**config.mk**
```make
export PLATFORM = sky130hd
export DESIGN_NAME = wb_stage_buf
export DESIGN_NICKNAME = d
export VERILOG_FILES = /design/src/rtl/wb_stage_buf.sv
export SDC_FILE = /design/constraint.sdc
export NUM_CORES = 1
export LEC_CHECK = 0
export ABC_AREA = 1
export CAP_MARGIN = 0
export CELL_PAD_IN_SITES_DETAIL_PLACEMENT = 0
export CELL_PAD_IN_SITES_GLOBAL_PLACEMENT = 1
export CORE_MARGIN = 8
export CORE_UTILIZATION = 35
export DETAILED_ROUTE_END_ITERATION = 10
export HOLD_SLACK_MARGIN = 0.03
export PLACE_DENSITY_LB_ADDON = 0.12
export RECOVER_POWER = 50
export SLEW_MARGIN = 20
export SYNTH_ARGS = -nofsm -noshare
export SYNTH_HDL_FRONTEND = slang
export SYNTH_SLANG_ARGS = --single-unit
```
**constraint.sdc**
```tcl
create_clock -name clk -period 4.7 [get_ports clk]
set_clock_uncertainty 0.15 [all_clocks]
set_input_delay 0.94 -clock clk [delete_from_list [all_inputs] [get_ports clk]]
set_output_delay 0.94 -clock clk [all_outputs]
set_load 0.02 [all_outputs]
```
**src/rtl/wb_stage_buf.sv**
```systemverilog
// ============================================================================
// Module      : wb_stage_buf
// Description : MEM->WB stage buffer, DEPTH-entry FIFO of LANES-wide
//               write-back bundles with entry-time write sanitising and flush.
// Revision    : 1.0 - initial release
// ============================================================================
`default_nettype none

module wb_stage_buf #(
    parameter int LANES  = 2,
    parameter int DATA_W = 32,
    parameter int ADDR_W = 5,
    parameter int DEPTH  = 2
) (
    input  logic                         clk,
    input  logic                         rst,
    input  logic                         flush,
    input  logic                         in_valid,
    output logic                         in_ready,
    input  logic [LANES*ADDR_W-1:0]      in_rd,
    input  logic [LANES*DATA_W-1:0]      in_wdata,
    input  logic [LANES-1:0]             in_wreg,
    output logic                         out_valid,
    input  logic                         out_ready,
    output logic [LANES*ADDR_W-1:0]      out_rd,
    output logic [LANES*DATA_W-1:0]      out_wdata,
    output logic [LANES-1:0]             out_wreg,
    output logic [$clog2(DEPTH+1)-1:0]   count
);

    localparam int PTR_W = (DEPTH > 1) ? $clog2(DEPTH) : 1;
    localparam int CNT_W = $clog2(DEPTH + 1);
    localparam logic [CNT_W-1:0] C_DEPTH_CNT = CNT_W'(DEPTH);

    logic [CNT_W-1:0]           count_q, count_d;
    logic [PTR_W-1:0]           wr_ptr_q, wr_ptr_d;
    logic [PTR_W-1:0]           rd_ptr_q, rd_ptr_d;

    logic [LANES*ADDR_W-1:0]    rd_mem_q    [DEPTH];
    logic [LANES*DATA_W-1:0]    wdata_mem_q [DEPTH];
    logic [LANES-1:0]           wreg_mem_q  [DEPTH];

    logic                       w_push;
    logic                       w_pop;
    logic                       w_not_empty;
    logic [LANES-1:0]           w_wreg_san;
    logic [LANES*ADDR_W-1:0]    w_head_rd;
    logic [LANES*DATA_W-1:0]    w_head_wdata;
    logic [LANES-1:0]           w_head_wreg;

    // in_ready is a pure function of occupancy, so a full buffer refuses
    // input even in a cycle where the head is being consumed.
    assign w_not_empty = (count_q != '0);
    assign in_ready    = (count_q < C_DEPTH_CNT);
    assign out_valid   = w_not_empty;
    assign count       = count_q;

    assign w_push = in_valid  && in_ready    && !flush;
    assign w_pop  = out_ready && w_not_empty && !flush;

    // Drop x0 writes, and let the youngest lane win a same-rd conflict.
    always_comb begin
        w_wreg_san = '0;
        for (int i = 0; i < LANES; i++) begin
            w_wreg_san[i] = in_wreg[i] && (in_rd[i*ADDR_W +: ADDR_W] != '0);
            for (int j = i + 1; j < LANES; j++) begin
                if (in_wreg[j] &&
                    (in_rd[j*ADDR_W +: ADDR_W] == in_rd[i*ADDR_W +: ADDR_W])) begin
                    w_wreg_san[i] = 1'b0;
                end
            end
        end
    end

    generate
        if (DEPTH == 1) begin : g_ptr_single
            always_comb begin
                wr_ptr_d = '0;
                rd_ptr_d = '0;
            end
        end else begin : g_ptr_multi
            always_comb begin
                wr_ptr_d = wr_ptr_q;
                rd_ptr_d = rd_ptr_q;
                if (flush) begin
                    wr_ptr_d = '0;
                    rd_ptr_d = '0;
                end else begin
                    if (w_push) wr_ptr_d = wr_ptr_q + PTR_W'(1);
                    if (w_pop)  rd_ptr_d = rd_ptr_q + PTR_W'(1);
                end
            end
        end
    endgenerate

    always_comb begin
        count_d = count_q;
        if (flush) begin
            count_d = '0;
        end else begin
            case ({w_push, w_pop})
                2'b10:   count_d = count_q + CNT_W'(1);
                2'b01:   count_d = count_q - CNT_W'(1);
                default: count_d = count_q;
            endcase
        end
    end

    always_ff @(posedge clk or negedge rst) begin
        if (!rst) begin
            count_q  <= '0;
            wr_ptr_q <= '0;
            rd_ptr_q <= '0;
        end else begin
            count_q  <= count_d;
            wr_ptr_q <= wr_ptr_d;
            rd_ptr_q <= rd_ptr_d;
        end
    end

    // Storage needs no reset: entries are only observable while counted.
    generate
        for (genvar e = 0; e < DEPTH; e++) begin : g_entry
            always_ff @(posedge clk) begin
                if (w_push && (wr_ptr_q == PTR_W'(e))) begin
                    rd_mem_q[e]    <= in_rd;
                    wdata_mem_q[e] <= in_wdata;
                    wreg_mem_q[e]  <= w_wreg_san;
                end
            end
        end
    endgenerate

    always_comb begin
        w_head_rd    = '0;
        w_head_wdata = '0;
        w_head_wreg  = '0;
        for (int e = 0; e < DEPTH; e++) begin
            if (rd_ptr_q == PTR_W'(e)) begin
                w_head_rd    = rd_mem_q[e];
                w_head_wdata = wdata_mem_q[e];
                w_head_wreg  = wreg_mem_q[e];
            end
        end
    end

    assign out_rd    = w_not_empty ? w_head_rd    : '0;
    assign out_wdata = w_not_empty ? w_head_wdata : '0;
    assign out_wreg  = w_not_empty ? w_head_wreg  : '0;

endmodule

`default_nettype wire

```
=== Word-level counts from Yosys, hierarchy flattened ===
Memories as Yosys holds them, arrays and structs flattened.
Cells that the tools add are included.

* Memory bits (writable): 152
* Bits in latches: 0
* Memories: 3
* Bits in read-only memories: 0
* Word-level logic and storage cells: 60
* Input port bits: 81
* Bits in registers: 4
* Output and inout port bits: 80

{| class="wikitable"
|+ Memory list
! name !! depth !! width !! read ports !! clocked after memory_dff !! write ports !! RTL line !! text
|-
| wdata_mem_q || 2 || 64 || 2 || 0 || 1 || 40 || <nowiki>logic [LANES*DATA_W-1:0] wdata_mem_q [DEPTH];</nowiki>
|-
| rd_mem_q || 2 || 10 || 2 || 0 || 1 || 39 || <nowiki>logic [LANES*ADDR_W-1:0] rd_mem_q [DEPTH];</nowiki>
|-
| wreg_mem_q || 2 || 2 || 2 || 0 || 1 || 41 || <nowiki>logic [LANES-1:0] wreg_mem_q [DEPTH];</nowiki>
|}

* Add/subtract/negate cells: 4
* $lt $le $gt $ge: 1
* Bitwise gates (word level): 1
* Mux-type cells: 26
* Div/mod/pow operators: 0
* Reduce and logical (&&, ||, !) cells: 19
* Multipliers: 0
* Equality and inequality tests: 3
* Shifts and indexed selects: 0

{| class="wikitable"
|+ Operators by type and width
! cell !! count
|-
| two-way mux 64 bit || 3
|-
| OR reduction 64 bit || 1
|-
| two-way mux 10 bit || 3
|-
| two-way mux 1 bit || 15
|-
| nonzero test 5 bit || 2
|-
| OR reduction 10 bit || 1
|-
| logical AND 1 bit || 9
|-
| two-way mux 2 bit || 4
|-
| nonzero test 2 bit || 3
|-
| equality test 5 bit || 1
|-
| case mux 2 bit (2 select lines) || 1
|-
| nonzero test 3 bit || 1
|-
| adder 1 bit, second input constant || 2
|-
| adder 2 x 1 -> 2 bit, second input constant || 1
|-
| equality test 2 x 1 -> 1 bit, second input constant || 1
|-
| equality test 2 bit, second input constant || 1
|-
| < comparator 2 bit, second input constant || 1
|-
| OR reduction 2 bit || 1
|-
| subtractor 2 x 1 -> 2 bit, second input constant || 1
|-
| logical NOT 1 bit || 1
|-
| inverter 1 bit || 1
|}

=== Logic depth before layout (Yosys ltp) ===
Gate-level depths: netlist of the first run.

* Depth in word-level cells: 8
* Gate-level depth with buffers: 7
* Mapped depth without buffers: 7

=== Worst setup path after synthesis of the first run ===
Ideal clock, no wire load.

* Path type: input-to-reg
* Start: input flush
* End: memory rd_mem_q[0][0] (netlist bit) (enable)
* Required time: 4.038 ns
* Setup slack: -0.327 ns
* Buffers on the path: 0
* Data arrival time: 4.365 ns
* Setup time: 0.512 ns
* Cell stages on the path: 3
* Cell sequence: inv_1 nand3_1 nor2_1

* Cells in the longest elaborated chain, start to end: 7
* Elaborated cells between the ends (all ways): 11
* Classes of those cells: 6 x mux; 5 x reduce/logical

{| class="wikitable"
|+ RTL lines
! element !! RTL line !! text
|-
| start: declaration || 17 || <nowiki>input logic flush,</nowiki>
|-
| logical NOT 1 bit * || 58 || <nowiki>assign w_push = in_valid && in_ready && !flush;</nowiki>
|-
| logical AND 1 bit * || 58 ||
|-
| logical AND 1 bit || 125 || <nowiki>if (w_push && (wr_ptr_q == PTR_W'(e))) begin</nowiki>
|-
| two-way mux 1 bit || 125 ||
|-
| two-way mux 1 bit (not written as such) || 126 || <nowiki>rd_mem_q[e] <= in_rd;</nowiki>
|-
| OR reduction 10 bit (no line) || -- ||
|-
| two-way mux 1 bit (no line) || -- ||
|-
| end: declaration || 39 ||
|}

Mark *: on every way between the ends. The rest lies on a longest branch, timed or not.

=== Final worst setup path of the first run ===
* Start: input flush
* End: memory wreg_mem_q[0][1] (enable)

* Cells in the longest elaborated chain, start to end: 7
* Elaborated cells between the ends (all ways): 11
* Classes of those cells: 6 x mux; 5 x reduce/logical

{| class="wikitable"
|+ RTL lines
! element !! RTL line !! text
|-
| logical NOT 1 bit * || 58 ||
|-
| logical AND 1 bit * || 58 ||
|-
| logical AND 1 bit || 125 ||
|-
| two-way mux 1 bit || 125 ||
|-
| two-way mux 1 bit (not written as such) || 128 || <nowiki>wreg_mem_q[e] <= w_wreg_san;</nowiki>
|-
| OR reduction 2 bit (no line) || -- ||
|-
| two-way mux 1 bit (no line) || -- ||
|-
| end: declaration || 41 ||
|}

Marked as above.

==> results of run 1 <==
==> through the flow <==
stage	hold WS [ns]	utilization
after floorplan	0.402	-
after global placement	0.478	0.461
after detailed placement	0.482	0.461
after CTS	0.493	0.501
after global routing	0.441	0.500
final	0.398	0.500
==> cells by family after synthesis <==
| kind of cell | share of synthesized area |
|---|---|
| and+or+nand+nor | 0.126 |
| DFF | 0.768 |
| buffers and inverters | 0.0365 |
| AOI/OAI and AO/OA | 0.0694 |
==> worst max-delay path by stage <==
stage / endpoint / slack, ns / cells after the start
floorplan: rd_mem_q[0][0] / 0.93 / 3
CTS: out_wdata[63] / 0.92 / 5
detailed placement: out_wdata[63] / 1.38 / 5
global route: wreg_mem_q[0][1] / 0.50 / 5
global placement: out_wdata[2] / 1.37 / 5
finish: wreg_mem_q[0][1] / 0.76 / 5
==> where the power goes <==
part	total (mW)	internal [mW]	switching, mW	leakage [nW]
Clock	1.61	1.10	0.517	0.337
Combinational	1.66	0.661	1.00	1.28
Sequential	1.72	1.68	0.0402	1.44
==> cells in the final DEF, fill, tap and decap left out, types with 3 or more instances in the layout <==
cell / count
a21oi_1: 77
bufinv_16: 8
clkbuf_16: 17
clkdlybuf4s50_1: 83
dfrtp_1: 3
dlygate4sd3_1: 77
edfxtp_1: 152
inv_1: 13
nand2_1: 168
nand3_1: 8
nor2_1: 10
o21ai_0: 3
==> worst register-to-register path, cell delays in order, from the launching register on <==
cell	delay [ns]
dfrtp_1	0.46
inv_2	0.13
nand3_1	0.10
nor2_1	0.41
clkbuf_2	1.49
==> layer usage <==
layer  track usage  vias up  share of wire
met5             0        -         0.0032
met4        0.0571        8          0.014
met3        0.0471       20          0.057
met2         0.234      104           0.51
met1         0.161     1936           0.42
li1              -     1969              -
==> cell type report <==
| type | instances | area [um2] | area share |
|---|---|---|---|
| Sequential cell | 156 | 4670 | 0.545 |
| Timing Repair Buffer | 165 | 1660 | 0.194 |
| Multi-Input combinational cell | 277 | 1180 | 0.138 |
| Clock buffer | 18 | 429 | 0.0502 |
| Tap cell | 225 | 282 | 0.0329 |
| Clock inverter | 13 | 270 | 0.0316 |
| Inverter | 15 | 56.3 | 0.00658 |
| Antenna cell | 2 | 5.00 | 0.000585 |
==> sequential cells by signal (all words and copies together) (netlist names) <==
name	flops
wr_ptr_q	1
count	2
wdata_mem_q	128
wreg_mem_q	4
rd_mem_q	20
rd_ptr_q	1
==> impl_metrics.tcl, run 1 <==
set metrics [dict create \
    path_cells "dlygate4sd3_1 -> inv_1 -> nand3_1 -> nor2_1 -> clkbuf_2" \
    die_w_um 148 \
    wl_per_cell_um 17.3 \
    grt_pass1_vias 4212 \
    netlist_instances 473 \
    wl_mm 15.1 \
    seq_area_frac_synth 0.768 \
    peakVddDrop_mv 0.287 \
    synth_area_leaders "edfxtp_1 75%, nand2_1 10%, a21oi_1 6.3%" \
    hold_end "wr_ptr_q" \
    hold_depth 2 \
    stdcell_area_um2 8550 \
    grt_pass1_wl_mm 23.2 \
    dieHeight_um 148 \
    endpoint_kind "flip-flop" \
    cts_root_buffer "clkbuf_16" \
    ys_ff_latch 156 \
    cts_tree "built" \
    drc 0 \
    cts.sinks 156 \
    row_count 48 \
    port_buffers 160 \
    cp_slowest_cell "clkbuf_2" \
    synth_warnings 0 \
    coreArea_um2 17100 \
    r2r_start "count[1]" \
    worstPathMaxFanout 71 \
    reg2reg_slack_ns 1.49 \
    synth_nets 554 \
    synth_edf_count 152 \
    preCtsSetupSlack_ns 1.38 \
    layout.cells.non_filler 871 \
    synthArstFlopShare 0.0256 \
    fin_nets 713 \
    gp_congestion 0.735 \
    min_path_type "flip-flop to flip-flop" \
    worstSetupPathType "input port to flip-flop" \
    r2r-end "wreg_mem_q[0][1]" \
    drt-initial-drc-count 188 \
    setup_viol_count_final 0 \
    p_total_mw 5.00 \
    synth_largest_area_cell "edfxtp_1" \
    finalCriticalPeriod_ns 3.94 \
    cp_top_family "buffers and inverters" \
    io_pins 161 \
    synth_cell_types 22 \
    critPathRequiredTime_ns 4.54 \
    synth_area_per_cell_um2 12.8 \
    worstMarginPinSlew_ns 1.94 \
    drv_cap 1 \
    status "finished with violations" \
    cts_hold_buf 0 \
    drive_gt1_frac 0.0652 \
    slew_headroom -0.295 \
    vias 4037 \
    post-route-period-util 0.838 \
    clk_latency_ns 0.41 \
    power.density_nw_per_um2 584 \
    detail_route.vias_per_cell 4.63 \
    cts_setup_buffers 0 \
    rr_worst_depth 4 \
    grt_usage 0.139 \
    startpoint_type "input port" \
    synth_flop_cell "edfxtp_1" \
    ant_nets 0 \
    placed_area_um2 7880 \
    cts_buffers 17 \
    place_hpwl_mm 9.50 \
    hold_viol 0 \
    grt_max_degree 80 \
    critPathLaunch "flush" \
    crit_buf_inv 3 \
    initial_core_util 0.355 \
    fin_ws_ns 0.761 \
    cts_buffer_depth 2 \
    yosysMostFrequentCell "nand2_1" \
    synth_area_um2 6070 \
    syn_to_final_growth_pct 40.8 \
    path_clk_slew_ns 0.06 \
    synthTopCellsByCount "167 x nand2_1, 152 x edfxtp_1, 77 x a21oi_1" \
    synth_top_area_share 0.751 \
    report.final.slew_viol_count 72 \
    htreeDepth 4 \
    dp_cells 838 \
    first_pass_iters 4 \
    timing.fmax_mhz 254 \
    slowest_delay_ns 1.49 \
    fill_cells 1526 \
    grt.overflow.total 0 \
    rsz0062_at_grt "false" \
    violations "max-capacitance violations, max-slew violations" \
    antenna_found_initial 6 \
    finalSetupTns_ns 0 \
    cp_data_arrival_time_ns 3.78 \
    p_leak_nw 3.06 \
    worstHoldStart "wr_ptr_q" \
    dieArea_um2 21800 \
    cts_resized 0 \
]
No activity file was read; power rests on OpenSTA's default activity.
==> run 2, diff against run 1 <==
--- a/config.mk
+++ b/config.mk
@@ -10,7 +10,7 @@
 export CELL_PAD_IN_SITES_DETAIL_PLACEMENT = 0
 export CELL_PAD_IN_SITES_GLOBAL_PLACEMENT = 1
 export CORE_MARGIN = 8
-export CORE_UTILIZATION = 35
+export CORE_UTILIZATION = 36
 export DETAILED_ROUTE_END_ITERATION = 10
 export HOLD_SLACK_MARGIN = 0.03
 export PLACE_DENSITY_LB_ADDON = 0.12
==> constraint.sdc (replaced) <==
create_clock -name clk -period 3.7 [get_ports clk]
set_clock_uncertainty 0.15 [all_clocks]
set_input_delay 0.74 -clock clk [delete_from_list [all_inputs] [get_ports clk]]
set_output_delay 0.74 -clock clk [all_outputs]
set_load 0.02 [all_outputs]
==> run 2 against run 1 <==
The flow still finishes with violations (max-capacitance violations, max-slew violations). Final cell count is 0.11% higher. Global-route usage is 0.43 points higher. Worst hold slack better by 0.0037 ns. First-iteration DRC count is 8.0% lower. Sequential cell count stayed put. Combinational power is 28% higher. Critical endpoint is now out_wdata[40]. Power is 24% higher. Die area is 2.5% lower.
==> impl_metrics.tcl, run 2 (synthesis results as in run 1) <==
set metrics [dict create \
    status "finished with violations" \
    violations "max-capacitance violations, max-slew violations" \
    seq_area_um2 4670 \
    finalCriticalPeriod_ns 3.45 \
    worstHoldStart "wr_ptr_q" \
    antenna_found_initial 3 \
    die_w_um 146 \
    cts_buffer_depth 2 \
    gp_congestion 0.745 \
    grt_usage 0.144 \
    p_seq_frac 0.356 \
    cts_setup_buffers 0 \
    p_comb_frac 0.343 \
    grt_pass1_vias 4301 \
    fin_ws_ns 0.250 \
    cts.sinks 156 \
    drv_cap 1 \
    switching_share 0.329 \
    cts_tree "built" \
    fill_cells 1423 \
    worstSetupPathType "flip-flop to output pin" \
    ant_nets 0 \
    htreeDepth 4 \
    rsz0062_at_grt "false" \
    r2r-end "rd_mem_q[0][11]" \
    hold_viol 0 \
    fin_util 0.514 \
    largest_reg_flops 128 \
    vias 4051 \
    clockPowerShare 0.301 \
    layout_common_cells "167 x nand2_1, 152 x edfxtp_1, 81 x clkdlybuf4s50_1, 77 x a21oi_1, 76 x dlygate4sd3_1" \
    multi_input_area_um2 1180 \
    critPathRequiredTime_ns 2.81 \
    finalSetupTns_ns 0 \
    place_hpwl_mm 9.64 \
    row_count 47 \
    cts_resized 0 \
    min_path_type "flip-flop to flip-flop" \
    dieArea_um2 21300 \
    timing.hold.ws_ns 0.402 \
    drt-initial-drc-count 173 \
    endpoint_kind "output pin" \
    grt.overflow.total 0 \
    worstMarginPinSlew_ns 1.82 \
    initial_core_util 0.368 \
    rr_worst_depth 4 \
    drc 0 \
    hold_depth 2 \
    power.density_nw_per_um2 727 \
    grt_max_degree 80 \
    setup_viol_count_final 0 \
    fin_nets 719 \
    cts_root_buffer "clkbuf_16" \
    clk_latency_ns 0.42 \
    syn_to_final_growth_pct 39.9 \
    largestRegisters "wdata_mem_q x128, rd_mem_q x20, wreg_mem_q x4" \
    io_pins 161 \
    intPower_mw 4.15 \
    grt_pass1_wl_mm 23.6 \
    drive_gt1_frac 0.0814 \
    worstPathMaxFanout 31 \
    cts_hold_buf 0 \
    post-route-period-util 0.932 \
    path_clk_slew_ns 0.06 \
    layout_commonest_cell "nand2_1" \
    port_buffers 160 \
    wl_per_cell_um 17.5 \
    slew_headroom -0.210 \
    startpoint_type "flip-flop" \
    timing.fmax_mhz 290 \
    switchingPower_mw 2.03 \
    dieHeight_um 146 \
    peakVddDrop_mv 0.524 \
    wl_mm 15.2 \
    coreArea_um2 16500 \
    p_leak_nw 3.04 \
    r2r_start "count[1]" \
    first_pass_iters 4 \
    preCtsSetupSlack_ns 0.634 \
    report.final.slew_viol_count 66 \
    detail_route.vias_per_cell 4.65 \
    top_register "wdata_mem_q" \
    cts_buffers 17 \
    hold_end "wr_ptr_q" \
    cp_data_arrival_time_ns 2.56 \
    reg2reg_slack_ns 0.97 \
]
## run 2: changes by cell type in the layout (fill, tap and decap cells not counted), sizes merged
cell,before,now
clkdlybuf4s50,83,81
dlygate4sd3,77,76
diode,2,1
clkbuf,19,22
clkinvlp,1,3
inv,15,17
buf,4,11
bufinv,8,4
## run 2: metal layers
metal / GRT usage / vias up / share of wire
met5: 0 / - / 0.0014
met2: 0.252 / 105 / 0.52
met4: 0.0567 / 4 / 0.012
met3: 0.0460 / 19 / 0.055
li1: - / 1980 / -
met1: 0.159 / 1943 / 0.41
## run 2: through the flow
| step | cells | instance area, um2 | power, mW |
|---|---|---|---|
| 6_report | 872 | 8500 | 6.18 |
| 3_3_place_gp | 839 | 7900 | 4.42 |
| 5_1_grt | 872 | 8500 | 6.49 |
| 4_1_cts | 871 | 8540 | 6.31 |
| 3_5_place_dp | 839 | 7900 | 4.44 |
| 2_1_floorplan | 473 | 6080 | 3.39 |
## run 2: power groups by stage
stage / Clock (mW) / Sequential (mW) / Combinational [mW]
finish: 1.86 / 2.20 / 2.12
global route: 1.98 / 2.22 / 2.29
CTS: 1.90 / 2.21 / 2.20
detailed placement: 0 / 2.24 / 2.20
global placement: 0 / 2.24 / 2.19
floorplan: 0 / 2.22 / 1.17
## run 2: area by class of cell
cell class	instances	area share
Antenna cell	1	0.000294
Sequential cell	156	0.549
Inverter	15	0.00662
Clock inverter	13	0.0221
Timing Repair Buffer	171	0.198
Tap cell	220	0.0324
Multi-Input combinational cell	277	0.139
Clock buffer	19	0.0533
## run 2: worst max path at each step
stage	endpoint	start	slack (ns)
floorplan	rd_mem_q[0][0]	flush	0.13
global placement	out_wdata[30]	rd_ptr_q	0.63
detailed placement	out_wdata[30]	rd_ptr_q	0.63
CTS	out_wdata[30]	rd_ptr_q	0.16
global route	out_wdata[42]	rd_ptr_q	0.02
finish	out_wdata[40]	rd_ptr_q	0.25
## run 2: critical path, cell delays in order (launching register included)
cell,delay (ns)
dfrtp_2,0.74
buf_4,0.45
nand2_1,0.09
a21oi_1,0.21
clkdlybuf4s50_1,0.64
==> run 3, diff against run 2 <==
--- a/config.mk
+++ b/config.mk
@@ -9,8 +9,10 @@
 export CAP_MARGIN = 0
 export CELL_PAD_IN_SITES_DETAIL_PLACEMENT = 0
 export CELL_PAD_IN_SITES_GLOBAL_PLACEMENT = 1
+export CORE_ASPECT_RATIO = 0.7
 export CORE_MARGIN = 8
 export CORE_UTILIZATION = 36
+export CTS_BUF_LIST = sky130_fd_sc_hd__clkbuf_16
 export DETAILED_ROUTE_END_ITERATION = 10
 export HOLD_SLACK_MARGIN = 0.03
 export PLACE_DENSITY_LB_ADDON = 0.12
==> run 3 against run 2 <==
Highest routed layer is now met4. Routed wire length down 3.7%. Fmax up 8.6%. Utilization up 0.77 points. Global-route usage down 0.43 points. Largest power group unchanged. Critical endpoint is now out_wdata[24]. Sequential share of layout area down 0.39 points. Worst hold slack better by 0.051 ns. Register-to-register slack better by 0.43 ns. First-iteration DRC count up 54%. Combinational power up 2%. Sequential power about the same. The run now ends clean.
==> impl_metrics.tcl, run 3 (synthesis results as in run 1) <==
set metrics [dict create \
    htreeDepth 4 \
    clk_latency_ns 0.41 \
    dp_cells 844 \
    wl_mm 14.7 \
    timing.fmax_mhz 315 \
    multi_input_area_um2 1200 \
    largest_reg_flops 128 \
    port_buffers 160 \
    post-route-period-util 0.858 \
    drt-initial-drc-count 267 \
    cts.sinks 156 \
    layout.cells.non_filler 876 \
    grt_max_degree 50 \
    cts_resized 0 \
    layout_commonest_cell "nand2_1" \
    wl_per_cell_um 16.7 \
    endpoint_kind "output pin" \
    min_path_type "input port to async pin" \
    ant_nets 0 \
    drv_cap 0 \
    seq_area_um2 4670 \
    critPathRequiredTime_ns 2.81 \
    preCtsSetupSlack_ns 0.870 \
    power.density_nw_per_um2 730 \
    grt_pass1_vias 4143 \
    finalCriticalPeriod_ns 3.18 \
    grt_pass1_wl_mm 22.8 \
    drc 0 \
    cts_buffer_depth 2 \
    fin_ws_ns 0.524 \
    peakVddDrop_mv 0.311 \
    die_w_um 171 \
    worstPathMaxFanout 32 \
    cp_data_arrival_time_ns 2.29 \
    dieArea_um2 21400 \
    antenna_found_initial 1 \
    top_register "wdata_mem_q" \
    cts_setup_buffers 0 \
    cts_hold_buf 0 \
    first_pass_iters 4 \
    report.final.slew_viol_count 0 \
    worstSetupPathType "flip-flop to output pin" \
    initial_core_util 0.370 \
    cts_root_buffer "clkbuf_16" \
    path_clk_slew_ns 0.06 \
    worstMarginPinSlew_ns 1.08 \
    p_leak_nw 3.07 \
    finalSetupTns_ns 0 \
    largestRegisters "wdata_mem_q x128, rd_mem_q x20, wreg_mem_q x4" \
    detail_route.vias_per_cell 4.63 \
    fin_nets 719 \
    row_count 39 \
    slew_headroom 0.277 \
    layout_common_cells "167 x nand2_1, 152 x edfxtp_1, 83 x clkdlybuf4s50_1, 77 x a21oi_1, 77 x dlygate4sd3_1" \
    grt_usage 0.139 \
    cts_buffers 17 \
    syn_to_final_growth_pct 40.9 \
    status "completed" \
    fill_cells 1449 \
    timing.hold.ws_ns 0.452 \
    place_hpwl_mm 9.80 \
    startpoint_type "flip-flop" \
    drive_gt1_frac 0.0754 \
    coreArea_um2 16400 \
    rsz0062_at_grt "false" \
    grt.overflow.total 0 \
    critPathLaunch "count[1]" \
    cts_tree "built" \
    dieHeight_um 125 \
    io_pins 161 \
    vias 4058 \
    hold_viol 0 \
    gp_congestion 0.790 \
    fin_util 0.522 \
    r2r_start "count[1]" \
    setup_viol_count_final 0 \
]
-- run 3: layout make-up --
class	instances	area share
clock buffers	17	0.0497
inverters	15	0.00658
diodes	1	0.000292
multi-input cells	277	0.140
well taps	225	0.0329
repair buffers	171	0.199
clock inverters	14	0.0265
flip-flops and latches	156	0.545
-- run 3: metal layers --
layer  up-vias  GRT usage  wire (um)
met5         -          0          0
li1       1975          -          -
met4         0     0.0490        175
met2       121      0.216       6980
met3        17     0.0538       1140
met1      1945      0.175       6360
-- run 3: through the flow --
step	area [um2]	power, mW
2_1_floorplan	6080	3.39
3_3_place_gp	7920	4.44
3_5_place_dp	7920	4.45
4_1_cts	8570	6.37
5_1_grt	8560	6.56
6_report	8560	6.25
-- run 3: power by group --
group          switching [mW]  leakage, nW  internal [mW]
sequential             0.0520         1.44           2.13
clock                   0.648        0.321           1.25
combinational            1.30         1.31          0.873
total                    2.00         3.07           4.25
-- run 3: path summary, 6_finish.rpt --
check / cells past startpoint / end / slack [ns]
max: 4 / out_wdata[24] / 0.52
min: 1 / wr_ptr_q / 0.45
max reg2reg: 4 / wdata_mem_q[0][58] / 1.40
min reg2reg: 2 / wr_ptr_q / 0.50
max in group asynchronous: 1 / rd_ptr_q / 2.76
min in group clk: 2 / wr_ptr_q / 0.50
-- run 3: critical path, stage by stage (launching register included) --
cell and delay [ns]:
dfrtp_1 0.45, nor2_4 0.33, buf_4 0.40, a21oi_1 0.11, clkdlybuf4s50_1 0.56
